[config.mk]
export PLATFORM = sky130hd
export DESIGN_NAME = key_event_decoder_flat
export DESIGN_NICKNAME = d
export VERILOG_FILES = /design/src/rtl/key_event_decoder_if.sv /design/src/rtl/key_event_decoder.sv /design/src/flat_wrapper.sv
export SDC_FILE = /design/constraint.sdc
export NUM_CORES = 1
export LEC_CHECK = 0
export ABC_AREA = 1
export CORE_AREA = 8 8 145 147
export DETAILED_ROUTE_END_ITERATION = 8
export DIE_AREA = 0 0 153 155
export GPL_ROUTABILITY_DRIVEN = 0
export GPL_TIMING_DRIVEN = 0
export PLACE_DENSITY_LB_ADDON = 0.1
export REMOVE_ABC_BUFFERS = 1
export SLEW_MARGIN = 20
export SYNTH_ARGS = -nofsm -noshare
export SYNTH_HDL_FRONTEND = slang
export SYNTH_SLANG_ARGS = --single-unit
[constraint.sdc]
create_clock -name clk -period 2.4 [get_ports clk]
set_clock_uncertainty 0.2 [all_clocks]
set_input_delay 0.48 -clock clk [delete_from_list [all_inputs] [get_ports clk]]
set_output_delay 0.48 -clock clk [all_outputs]
set_load 0.05 [all_outputs]
[src/rtl/key_event_decoder_if.sv]
// key_event_decoder_if: valid/ready event pop port between the decoder and its consumer.
interface key_event_decoder_if;
    logic       evt_valid;
    logic       evt_ready;
    logic [3:0] evt_code;
    logic       evt_press;
    modport master (output evt_valid, evt_code, evt_press, input evt_ready);
    modport slave (input evt_valid, evt_code, evt_press, output evt_ready);
endinterface

[src/rtl/key_event_decoder.sv]
// key_event_decoder: synchronises and debounces a 16-key active-low bitmap and queues key events in a FIFO.
// Define KEY_RELEASE_EVT_EN to also queue release events (evt_press = 0); default build queues presses only.
module key_event_decoder #(
    parameter int SAMPLE_DIV     = 50000,
    parameter int STABLE_SAMPLES = 4,
    parameter int FIFO_DEPTH     = 8,
    localparam int AW = $clog2(FIFO_DEPTH),
    localparam int DW = $clog2(SAMPLE_DIV)
) (
    input  logic                       clk,
    input  logic                       RSTn,
    input  logic [15:0]                key_raw,
    input  logic                       clear,
    key_event_decoder_if.master        evt,
    output logic [AW:0]                fifo_count,
    output logic                       overflow
);
    logic [15:0]   sync1_q, sync1_d, sync2_q, sync2_d;
    logic [DW-1:0] div_q, div_d;
    logic [15:0]   stable_q, stable_d, prev_q, prev_d, arm_q, arm_d;
    logic [3:0]    cnt_q [16];
    logic [3:0]    cnt_d [16];
    logic [15:0]   press_pend_q, press_pend_d, press_edge, press_clr;
`ifdef KEY_RELEASE_EVT_EN
    logic [15:0]   rel_pend_q, rel_pend_d, rel_edge, rel_clr;
`endif
    logic [4:0]    mem_q [FIFO_DEPTH];
    logic [4:0]    mem_d [FIFO_DEPTH];
    logic [AW-1:0] wr_q, wr_d, rd_q, rd_d;
    logic [AW:0]   count_q, count_d;
    logic          ovf_q, ovf_d;
    logic          tick, pop, push, gnt_valid, gnt_press;
    logic [3:0]    gnt_code;

    // Sample tick, synchroniser and per-key debounce; a key held through reset stays
    // disarmed (no events) until it has been seen debounced-released on a tick.
    always_comb begin
        tick     = div_q == DW'(SAMPLE_DIV - 1);
        div_d    = tick ? '0 : div_q + 1'b1;
        sync1_d  = key_raw;
        sync2_d  = sync1_q;
        prev_d   = stable_q;
        stable_d = stable_q;
        arm_d    = arm_q;
        cnt_d    = cnt_q;
        for (int i = 0; i < 16; i++) begin
            if (tick) begin
                if (sync2_q[i] == stable_q[i]) begin
                    cnt_d[i] = '0;
                end else if (cnt_q[i] == 4'(STABLE_SAMPLES - 1)) begin
                    stable_d[i] = sync2_q[i];
                    cnt_d[i]    = '0;
                end else begin
                    cnt_d[i] = cnt_q[i] + 1'b1;
                end
                if (sync2_q[i] && stable_q[i])
                    arm_d[i] = 1'b1;
            end
        end
    end

    // Edge capture into pending bits, lowest-index arbitration and FIFO bookkeeping
    always_comb begin
        press_edge = prev_q & ~stable_q & arm_q;
        gnt_valid  = 1'b0;
        gnt_press  = 1'b0;
        gnt_code   = '0;
        for (int i = 15; i >= 0; i--) begin
`ifdef KEY_RELEASE_EVT_EN
            if (rel_pend_q[i]) begin
                gnt_valid = 1'b1;
                gnt_press = 1'b0;
                gnt_code  = 4'(i);
            end
`endif
            if (press_pend_q[i]) begin
                gnt_valid = 1'b1;
                gnt_press = 1'b1;
                gnt_code  = 4'(i);
            end
        end
        pop          = (count_q != '0) && evt.evt_ready;
        push         = gnt_valid && ((count_q != (AW+1)'(FIFO_DEPTH)) || pop);
        press_clr    = (push && gnt_press) ? 16'd1 << gnt_code : '0;
        press_pend_d = (press_pend_q & ~press_clr) | press_edge;
        ovf_d        = ovf_q | (|(press_edge & press_pend_q & ~press_clr));
`ifdef KEY_RELEASE_EVT_EN
        rel_edge     = ~prev_q & stable_q & arm_q;
        rel_clr      = (push && !gnt_press) ? 16'd1 << gnt_code : '0;
        rel_pend_d   = (rel_pend_q & ~rel_clr) | rel_edge;
        ovf_d        = ovf_d | (|(rel_edge & rel_pend_q & ~rel_clr));
`endif
        mem_d = mem_q;
        if (push)
            mem_d[wr_q] = {gnt_press, gnt_code};
        wr_d    = wr_q + AW'(push);
        rd_d    = rd_q + AW'(pop);
        count_d = count_q + (AW+1)'(push) - (AW+1)'(pop);
        if (clear) begin
            press_pend_d = '0;
`ifdef KEY_RELEASE_EVT_EN
            rel_pend_d   = '0;
`endif
            ovf_d        = 1'b0;
            wr_d         = '0;
            rd_d         = '0;
            count_d      = '0;
        end
    end

    // State registers, all returning to the released/empty state on reset
    always_ff @(posedge clk or negedge RSTn) begin
        if (!RSTn) begin
            sync1_q      <= 16'hFFFF;
            sync2_q      <= 16'hFFFF;
            div_q        <= '0;
            stable_q     <= 16'hFFFF;
            prev_q       <= 16'hFFFF;
            arm_q        <= '0;
            for (int i = 0; i < 16; i++)
                cnt_q[i] <= '0;
            press_pend_q <= '0;
`ifdef KEY_RELEASE_EVT_EN
            rel_pend_q   <= '0;
`endif
            for (int i = 0; i < FIFO_DEPTH; i++)
                mem_q[i] <= '0;
            wr_q         <= '0;
            rd_q         <= '0;
            count_q      <= '0;
            ovf_q        <= 1'b0;
        end else begin
            sync1_q      <= sync1_d;
            sync2_q      <= sync2_d;
            div_q        <= div_d;
            stable_q     <= stable_d;
            prev_q       <= prev_d;
            arm_q        <= arm_d;
            cnt_q        <= cnt_d;
            press_pend_q <= press_pend_d;
`ifdef KEY_RELEASE_EVT_EN
            rel_pend_q   <= rel_pend_d;
`endif
            mem_q        <= mem_d;
            wr_q         <= wr_d;
            rd_q         <= rd_d;
            count_q      <= count_d;
            ovf_q        <= ovf_d;
        end
    end

    assign evt.evt_valid = count_q != '0;
    assign evt.evt_code  = (count_q != '0) ? mem_q[rd_q][3:0] : '0;
    assign evt.evt_press = (count_q != '0) & mem_q[rd_q][4];
    assign fifo_count    = count_q;
    assign overflow      = ovf_q;
endmodule
[src/flat_wrapper.sv]
// flat-port wrapper written by rule: the top's interface ports become plain ports
module key_event_decoder_flat 
#(
    parameter int SAMPLE_DIV     = 50000,
    parameter int STABLE_SAMPLES = 4,
    parameter int FIFO_DEPTH     = 8,
    localparam int AW = $clog2(FIFO_DEPTH),
    localparam int DW = $clog2(SAMPLE_DIV)
)
  (clk, RSTn, key_raw, clear, fifo_count, overflow, evt_evt_valid, evt_evt_code, evt_evt_press, evt_evt_ready);
  key_event_decoder_if evt_i ();
  input  logic clk;
  input  logic RSTn;
  input  logic [15:0] key_raw;
  input  logic clear;
  output logic [AW:0] fifo_count;
  output logic overflow;
  output wire logic [$bits(evt_i.evt_valid)-1:0] evt_evt_valid;
  output wire logic [$bits(evt_i.evt_code)-1:0] evt_evt_code;
  output wire logic [$bits(evt_i.evt_press)-1:0] evt_evt_press;
  input wire logic [$bits(evt_i.evt_ready)-1:0] evt_evt_ready;
  assign evt_evt_valid = evt_i.evt_valid;
  assign evt_evt_code = evt_i.evt_code;
  assign evt_evt_press = evt_i.evt_press;
  assign evt_i.evt_ready = evt_evt_ready;
  key_event_decoder #(.SAMPLE_DIV(SAMPLE_DIV), .STABLE_SAMPLES(STABLE_SAMPLES), .FIFO_DEPTH(FIFO_DEPTH)) u_core (.clk(clk), .RSTn(RSTn), .key_raw(key_raw), .clear(clear), .evt(evt_i), .fifo_count(fifo_count), .overflow(overflow));
endmodule
* Word level (Yosys, flattened, before mapping)
Index checks and enable logic that the tools add are counted.
** Operators by class
- Multiplexer cells :: 78
- Bitwise gates (word level) :: 28
- Reduce and logical (&&, ||, !) cells :: 55
- $add $sub $neg :: 21
- Shifts and indexed selects :: 1
- $lt $le $gt $ge :: 3
- Equality and inequality tests :: 34
** Operators by type and width (number)
- $mux 4 :: 50
- $and 16x16->16 :: 5
- $add 4x1->4 const B :: 16
- $eq 4x2->1 const B :: 16
- $mux 16 :: 3
- $reduce_and 3->1 :: 16
- $bwmux 40 :: 1
- $not 16->16 :: 2
- $reduce_and 2->1 :: 16
- $logic_and 1x1->1 :: 20
- $mux 1 :: 17
- $add 16x1->16 const B :: 1
- $eq 1x1->1 :: 16
- $eq 16x16->1 const B :: 1
- $not 1->1 :: 16
- $or 16x16->16 :: 1
- $reduce_or 16->1 :: 1
- $shl 1x4->16 const A :: 1
- $bmux 5 s3 :: 1
- $demux 5 s3 :: 1
- $mux 5 :: 3
- $ge 4x4->1 const B :: 2
- $not 3->4 :: 2
- $add 3x1->3 :: 2
- 9 further kinds :: 10
** Word-level totals
- Bits in registers :: 227
- Output and inout bits :: 11
- Input port bits :: 20
- Logic and storage cells :: 285

* Longest topological paths before layout
- Depth in word-level cells :: 24
- Gate-level depth with buffers :: 24
- Mapped depth without buffers :: 24

* Worst setup path before layout
Ideal clock, no wire load.
- Path kind :: reg2out
- Start :: register u_core.count_q[2], in the netlist u_core.fifo_count[2]
- End :: output port evt_evt_code[0]
- Stages on the path, launching flop included :: 8
- Setup slack :: -0.722 ns
- Arrival time :: 2.442 ns
- Data required time :: 1.720 ns
- Buffers on the path :: 0
- Cell sequence :: dfrtp_1 inv_1 ha_1 inv_1 nor3_1 inv_1 o21ai_0 a31oi_1
** Between the ends
- Word-level cells in the longest chain between the ends :: 2
** Ends and longest elaborated chain
- start: declaration :: RTL line key_event_decoder.sv:30 : logic [AW:0] count_q, count_d;
- start signal: assignment :: RTL line key_event_decoder.sv:147 : count_q <= count_d;
- $reduce_bool 4->1
- via evt_evt_valid :: RTL line flat_wrapper.sv:18 : output wire logic [$bits(evt_i.evt_valid)-1:0] evt_evt_valid;
- $mux 4 :: RTL line key_event_decoder.sv:153 : assign evt.evt_code = (count_q != '0) ? mem_q[rd_q][3:0] : '0;
- end: declaration :: RTL line flat_wrapper.sv:19 : output wire logic [$bits(evt_i.evt_code)-1:0] evt_evt_code;
The timed path passes the listed nets, and every way through them passes these cells.

* Final worst setup path
- Start :: register u_core.rd_q[0]
- End :: output port evt_evt_code[2]
** Between the ends
- Word-level cells in the longest chain between the ends :: 5
** Ends and longest elaborated chain
- start: declaration :: RTL line key_event_decoder.sv:29 : logic [AW-1:0] wr_q, wr_d, rd_q, rd_d;
- start signal: assignment :: RTL line key_event_decoder.sv:146 : rd_q <= rd_d;
- $not 3->4 (implied by the code) :: RTL line key_event_decoder.sv:153
- $bmux 5 s3 :: RTL line key_event_decoder.sv:153
- $mux 5 (implied by the code) (2 in series) :: RTL line key_event_decoder.sv:153
- $mux 4 :: RTL line key_event_decoder.sv:153
No other way between the ends. The select of a mux whose other input is x is not followed.

==> impl_metrics.csv <==
group,metric,value,unit
synthesis,avgSynthCellArea,9.294,µm²
worst_setup_path,slowest_stage,"dfrtp_4",
synthesis,ys_warn_count,0,
sta,rsz0062_at_grt,"true",
placement,dp_hpwl,12480,µm
synthesis,synthTopCellsByArea,"dfrtp_1 39%, dfstp_2 16%, nand2_1 7.0%",
cells_and_area,layout.cells.non_filler,1439,
cells_and_area,n_antenna_cell,0,
placement,dp_cells,1362,
worst_setup_path,r2r_start,"u_core.press_pend_q[15]$_DFF_PN0_",
routing,routed_wl,19860,µm
sta,setup_tns,-1.352,ns
power_and_ir_drop,p_leak,0.005840,µW
worst_setup_path,endpoint_kind,"output pin",
cells_and_area,drive_above_1_share,19.82,%
cts,clock_sinks,227,
run_status,outcome,"finished, violations left",
floorplan,rows,51,
cts,htreeDepth,1,
routing,avgRoutedWirePerCell,13.80,µm
synthesis,yosys.cell_types.count,40,
global_routing,track_usage,17.26,%
global_routing,antenna_found_initial,0,
sta,slew_viol_final,0,
cts,cts_buffer_depth,3,
cells_and_area,final_common_cell,"nand2_1",
synthesis,netlist_instances,1114,
worst_setup_path,critPathMaxFanout,7,
global_routing,grt_pass1_vias,7361,
cells_and_area,nNetsFinal,1247,
floorplan,die-area,0.02372,mm²
synthesis,ys_ff_latch,227,
run_status,violations,"negative setup slack",
sta,whs,0.1543,ns
power_and_ir_drop,max-vdd-ir-drop,0.0006033,V
cts,cts-buffers-inserted,24,
sta,setup_viol,5,
synthesis,synth-edff-count,0,
floorplan,core,0.01895,mm²
synthesis,synth_area,0.01035,mm²
sta,slew_headroom,33.37,%
synthesis,synthArstFlopShare,100.0,%
synthesis,yosysSeqAreaShare,55.64,%
cts,clock_latency,0.51,ns
routing,drt-initial-drc-count,376,
worst_setup_path,crit_chain,"clkinvlp_4 > buf_12 > nor2_2 > o22ai_1 > o21ai_1 > a31oi_1 > buf_4",
min_path,hold_path_end,"u_core.sync2_q[10]$_DFF_PN1_",
floorplan,die_w,153,µm
synthesis,synth_top_area_share,39.40,%
min_path,hp-start,"u_core.sync1_q[10]$_DFF_PN1_",
min_path,hold_path_depth,0,
cells_and_area,final_cell_mix,"184 x nand2_1, 161 x dfrtp_1, 119 x inv_1",
power_and_ir_drop,power,9773,µW
routing,vias_per_cell,5.223,
sta,hold_viol_final,0,
cells_and_area,syn_to_final_growth,18.79,%
floorplan,fp.dieH,155,µm
floorplan,ioPinCount,31,
cts,cts-root-buf,"clkbuf_16",
placement,port_buffers,30,
global_routing,grt_overflow,0,
worst_setup_path,r2r_slack,0.01,ns
routing,first_pass_iters,4,
sta,worst_pin_slew,0.9963,ns
synthesis,synth-main-ff-cell,"dfrtp_1",
worst_setup_path,rr_worst_depth,17,
worst_setup_path,start_kind,"register",
sta,fin_crit_sh,114.0,%
worst_setup_path,cp_slowest_stage_delay,0.54,ns
min_path,hold_class,"register to register",
worst_setup_path,r2r-end,"u_core.overflow$_DFF_PN0_",
global_routing,grt_pass1_wl,34760,µm
sta,fmax,365.5,MHz
job,cap_violations,0,
routing,num_vias,7516,
cts,cts_tree,"yes",
synthesis,synth_largest_area_cell,"dfrtp_1",
worst_setup_path,cp.arrival,2.06,ns
power_and_ir_drop,power_density,794.6,mW/mm²
floorplan,start_util,54.63,%
worst_setup_path,required,1.72,ns
sta,fin_ws,-0.3356,ns
cts,clk_pin_slew,0.06,ns
routing,drc,0,
worst_setup_path,critical_path_class,"register to output pin",
routing,antenna_left,0,
sta,min_period,2.736,ns
global_routing,grt_max_degree,101,
==> power by group <==
| part | leakage [µW] | internal, µW | switching, µW |
|---|---|---|---|
| logic | 0.00255 | 642 | 1100 |
| clock network | 0.000415 | 2440 | 1460 |
| registers | 0.00287 | 3990 | 132 |
| total | 0.00584 | 7080 | 2700 |
==> state kept, by name, summed over array words and instances (netlist names) <==
| signal | flops |
|---|---|
| u_core.prev_d | 16 |
| u_core.rd_q | 3 |
| u_core.cnt_q | 64 |
| u_core.sync1_q | 16 |
| u_core.overflow | 1 |
| u_core.sync2_q | 16 |
| u_core.fifo_count | 4 |
| u_core.wr_q | 3 |
| u_core.prev_q | 16 |
| u_core.mem_q | 40 |
| u_core.press_pend_q | 16 |
| u_core.arm_q | 16 |
| u_core.div_q | 16 |
==> metal layers <==
layer	part of all wire, %	vias to the layer above	wire (µm)	track usage, %
met5	0	-	0	0
met4	1.7	0	346	4.995
met3	3.1	28	611	2.746
met2	47	87	9319	28.52
met1	48	3573	9577	23.28
li1	-	3828	-	-
==> worst max path at each step <==
| stage | from | end | slack (ns) | depth (start not counted) |
|---|---|---|---|---|
| finish | u_core.rd_q[0]$_DFF_PN0_ | evt_evt_code[2] | -0.34 | 7 |
| global route | u_core.rd_q[0]$_DFF_PN0_ | evt_evt_code[2] | -0.42 | 7 |
| CTS | u_core.rd_q[0]$_DFF_PN0_ | evt_evt_code[2] | -0.34 | 7 |
| detailed placement | u_core.rd_q[0]$_DFF_PN0_ | evt_evt_press | -1.01 | 7 |
| global placement | RSTn | u_core.cnt_q[17]$_DFFE_PN0P_ | -8.96 | 1 |
| floorplan | u_core.div_q[0]$_DFF_PN0_ | u_core.cnt_q[3]$_DFFE_PN0P_ | -2.53 | 10 |
==> final cells by class <==
class                      count  area [µm²]
fill                        1561        6653
timing repair buffer          69       700.7
clock buffer                  37       740.7
multi-input combinational    716        4115
inverter                     144       556.8
clock inverter                 7       115.1
tap                          238       297.8
timing repair inverter         1       7.507
sequential                   227        5766
==> worst max-delay path: cells and delay by family, from the launching register on <==
| kind | cells | cell delay (ns) |
|---|---|---|
| flops | 1 | 0.54 |
| simple gates | 1 | 0.03 |
| compound gates | 3 | 0.44 |
| buf+inv | 3 | 0.54 |
==> cells in the mapped netlist, types with 17 or more instances <==
library cell and number:
a21o_1 17, a21oi_1 75, a31oi_1 20, clkbuf_1 21, dfrtp_1 163, dfstp_2 64, ha_1 43, inv_1 128
nand2_1 193, nand3_1 56, nand4_1 28, nor2_1 100, o21ai_0 98, xnor2_1 19
==> what timing repair did <==
action	4_1_cts	5_1_grt
hold buffers	1	0
cloned	2	0
pin swaps	14	17
resized for setup	76	40
endpoints found under the hold margin	28	0
buffers inserted	18	15
setup endpoints to repair	73	59
==> metrics by stage <==
step,worst slack [ns],cell area [µm²],utilization (%)
floorplan,-2.528,10240,-
global placement,-8.956,10840,57.19
detailed placement,-1.008,10980,57.96
CTS,-0.3395,12050,63.60
global route,-0.4172,12300,64.90
finish,-0.3356,12300,64.90
==> cells by family (layout without fill, tap and decap cells) <==
family	count (synthesis)	after routing	synth area share, %
xor+xnor	20	20	1.692
compound gates	237	237	12.86
fa+ha+maj	44	44	5.390
flops	227	227	55.64
simple gates	415	415	18.11
buf+inv	171	258	6.308
Power figures use the tool's default switching activity.
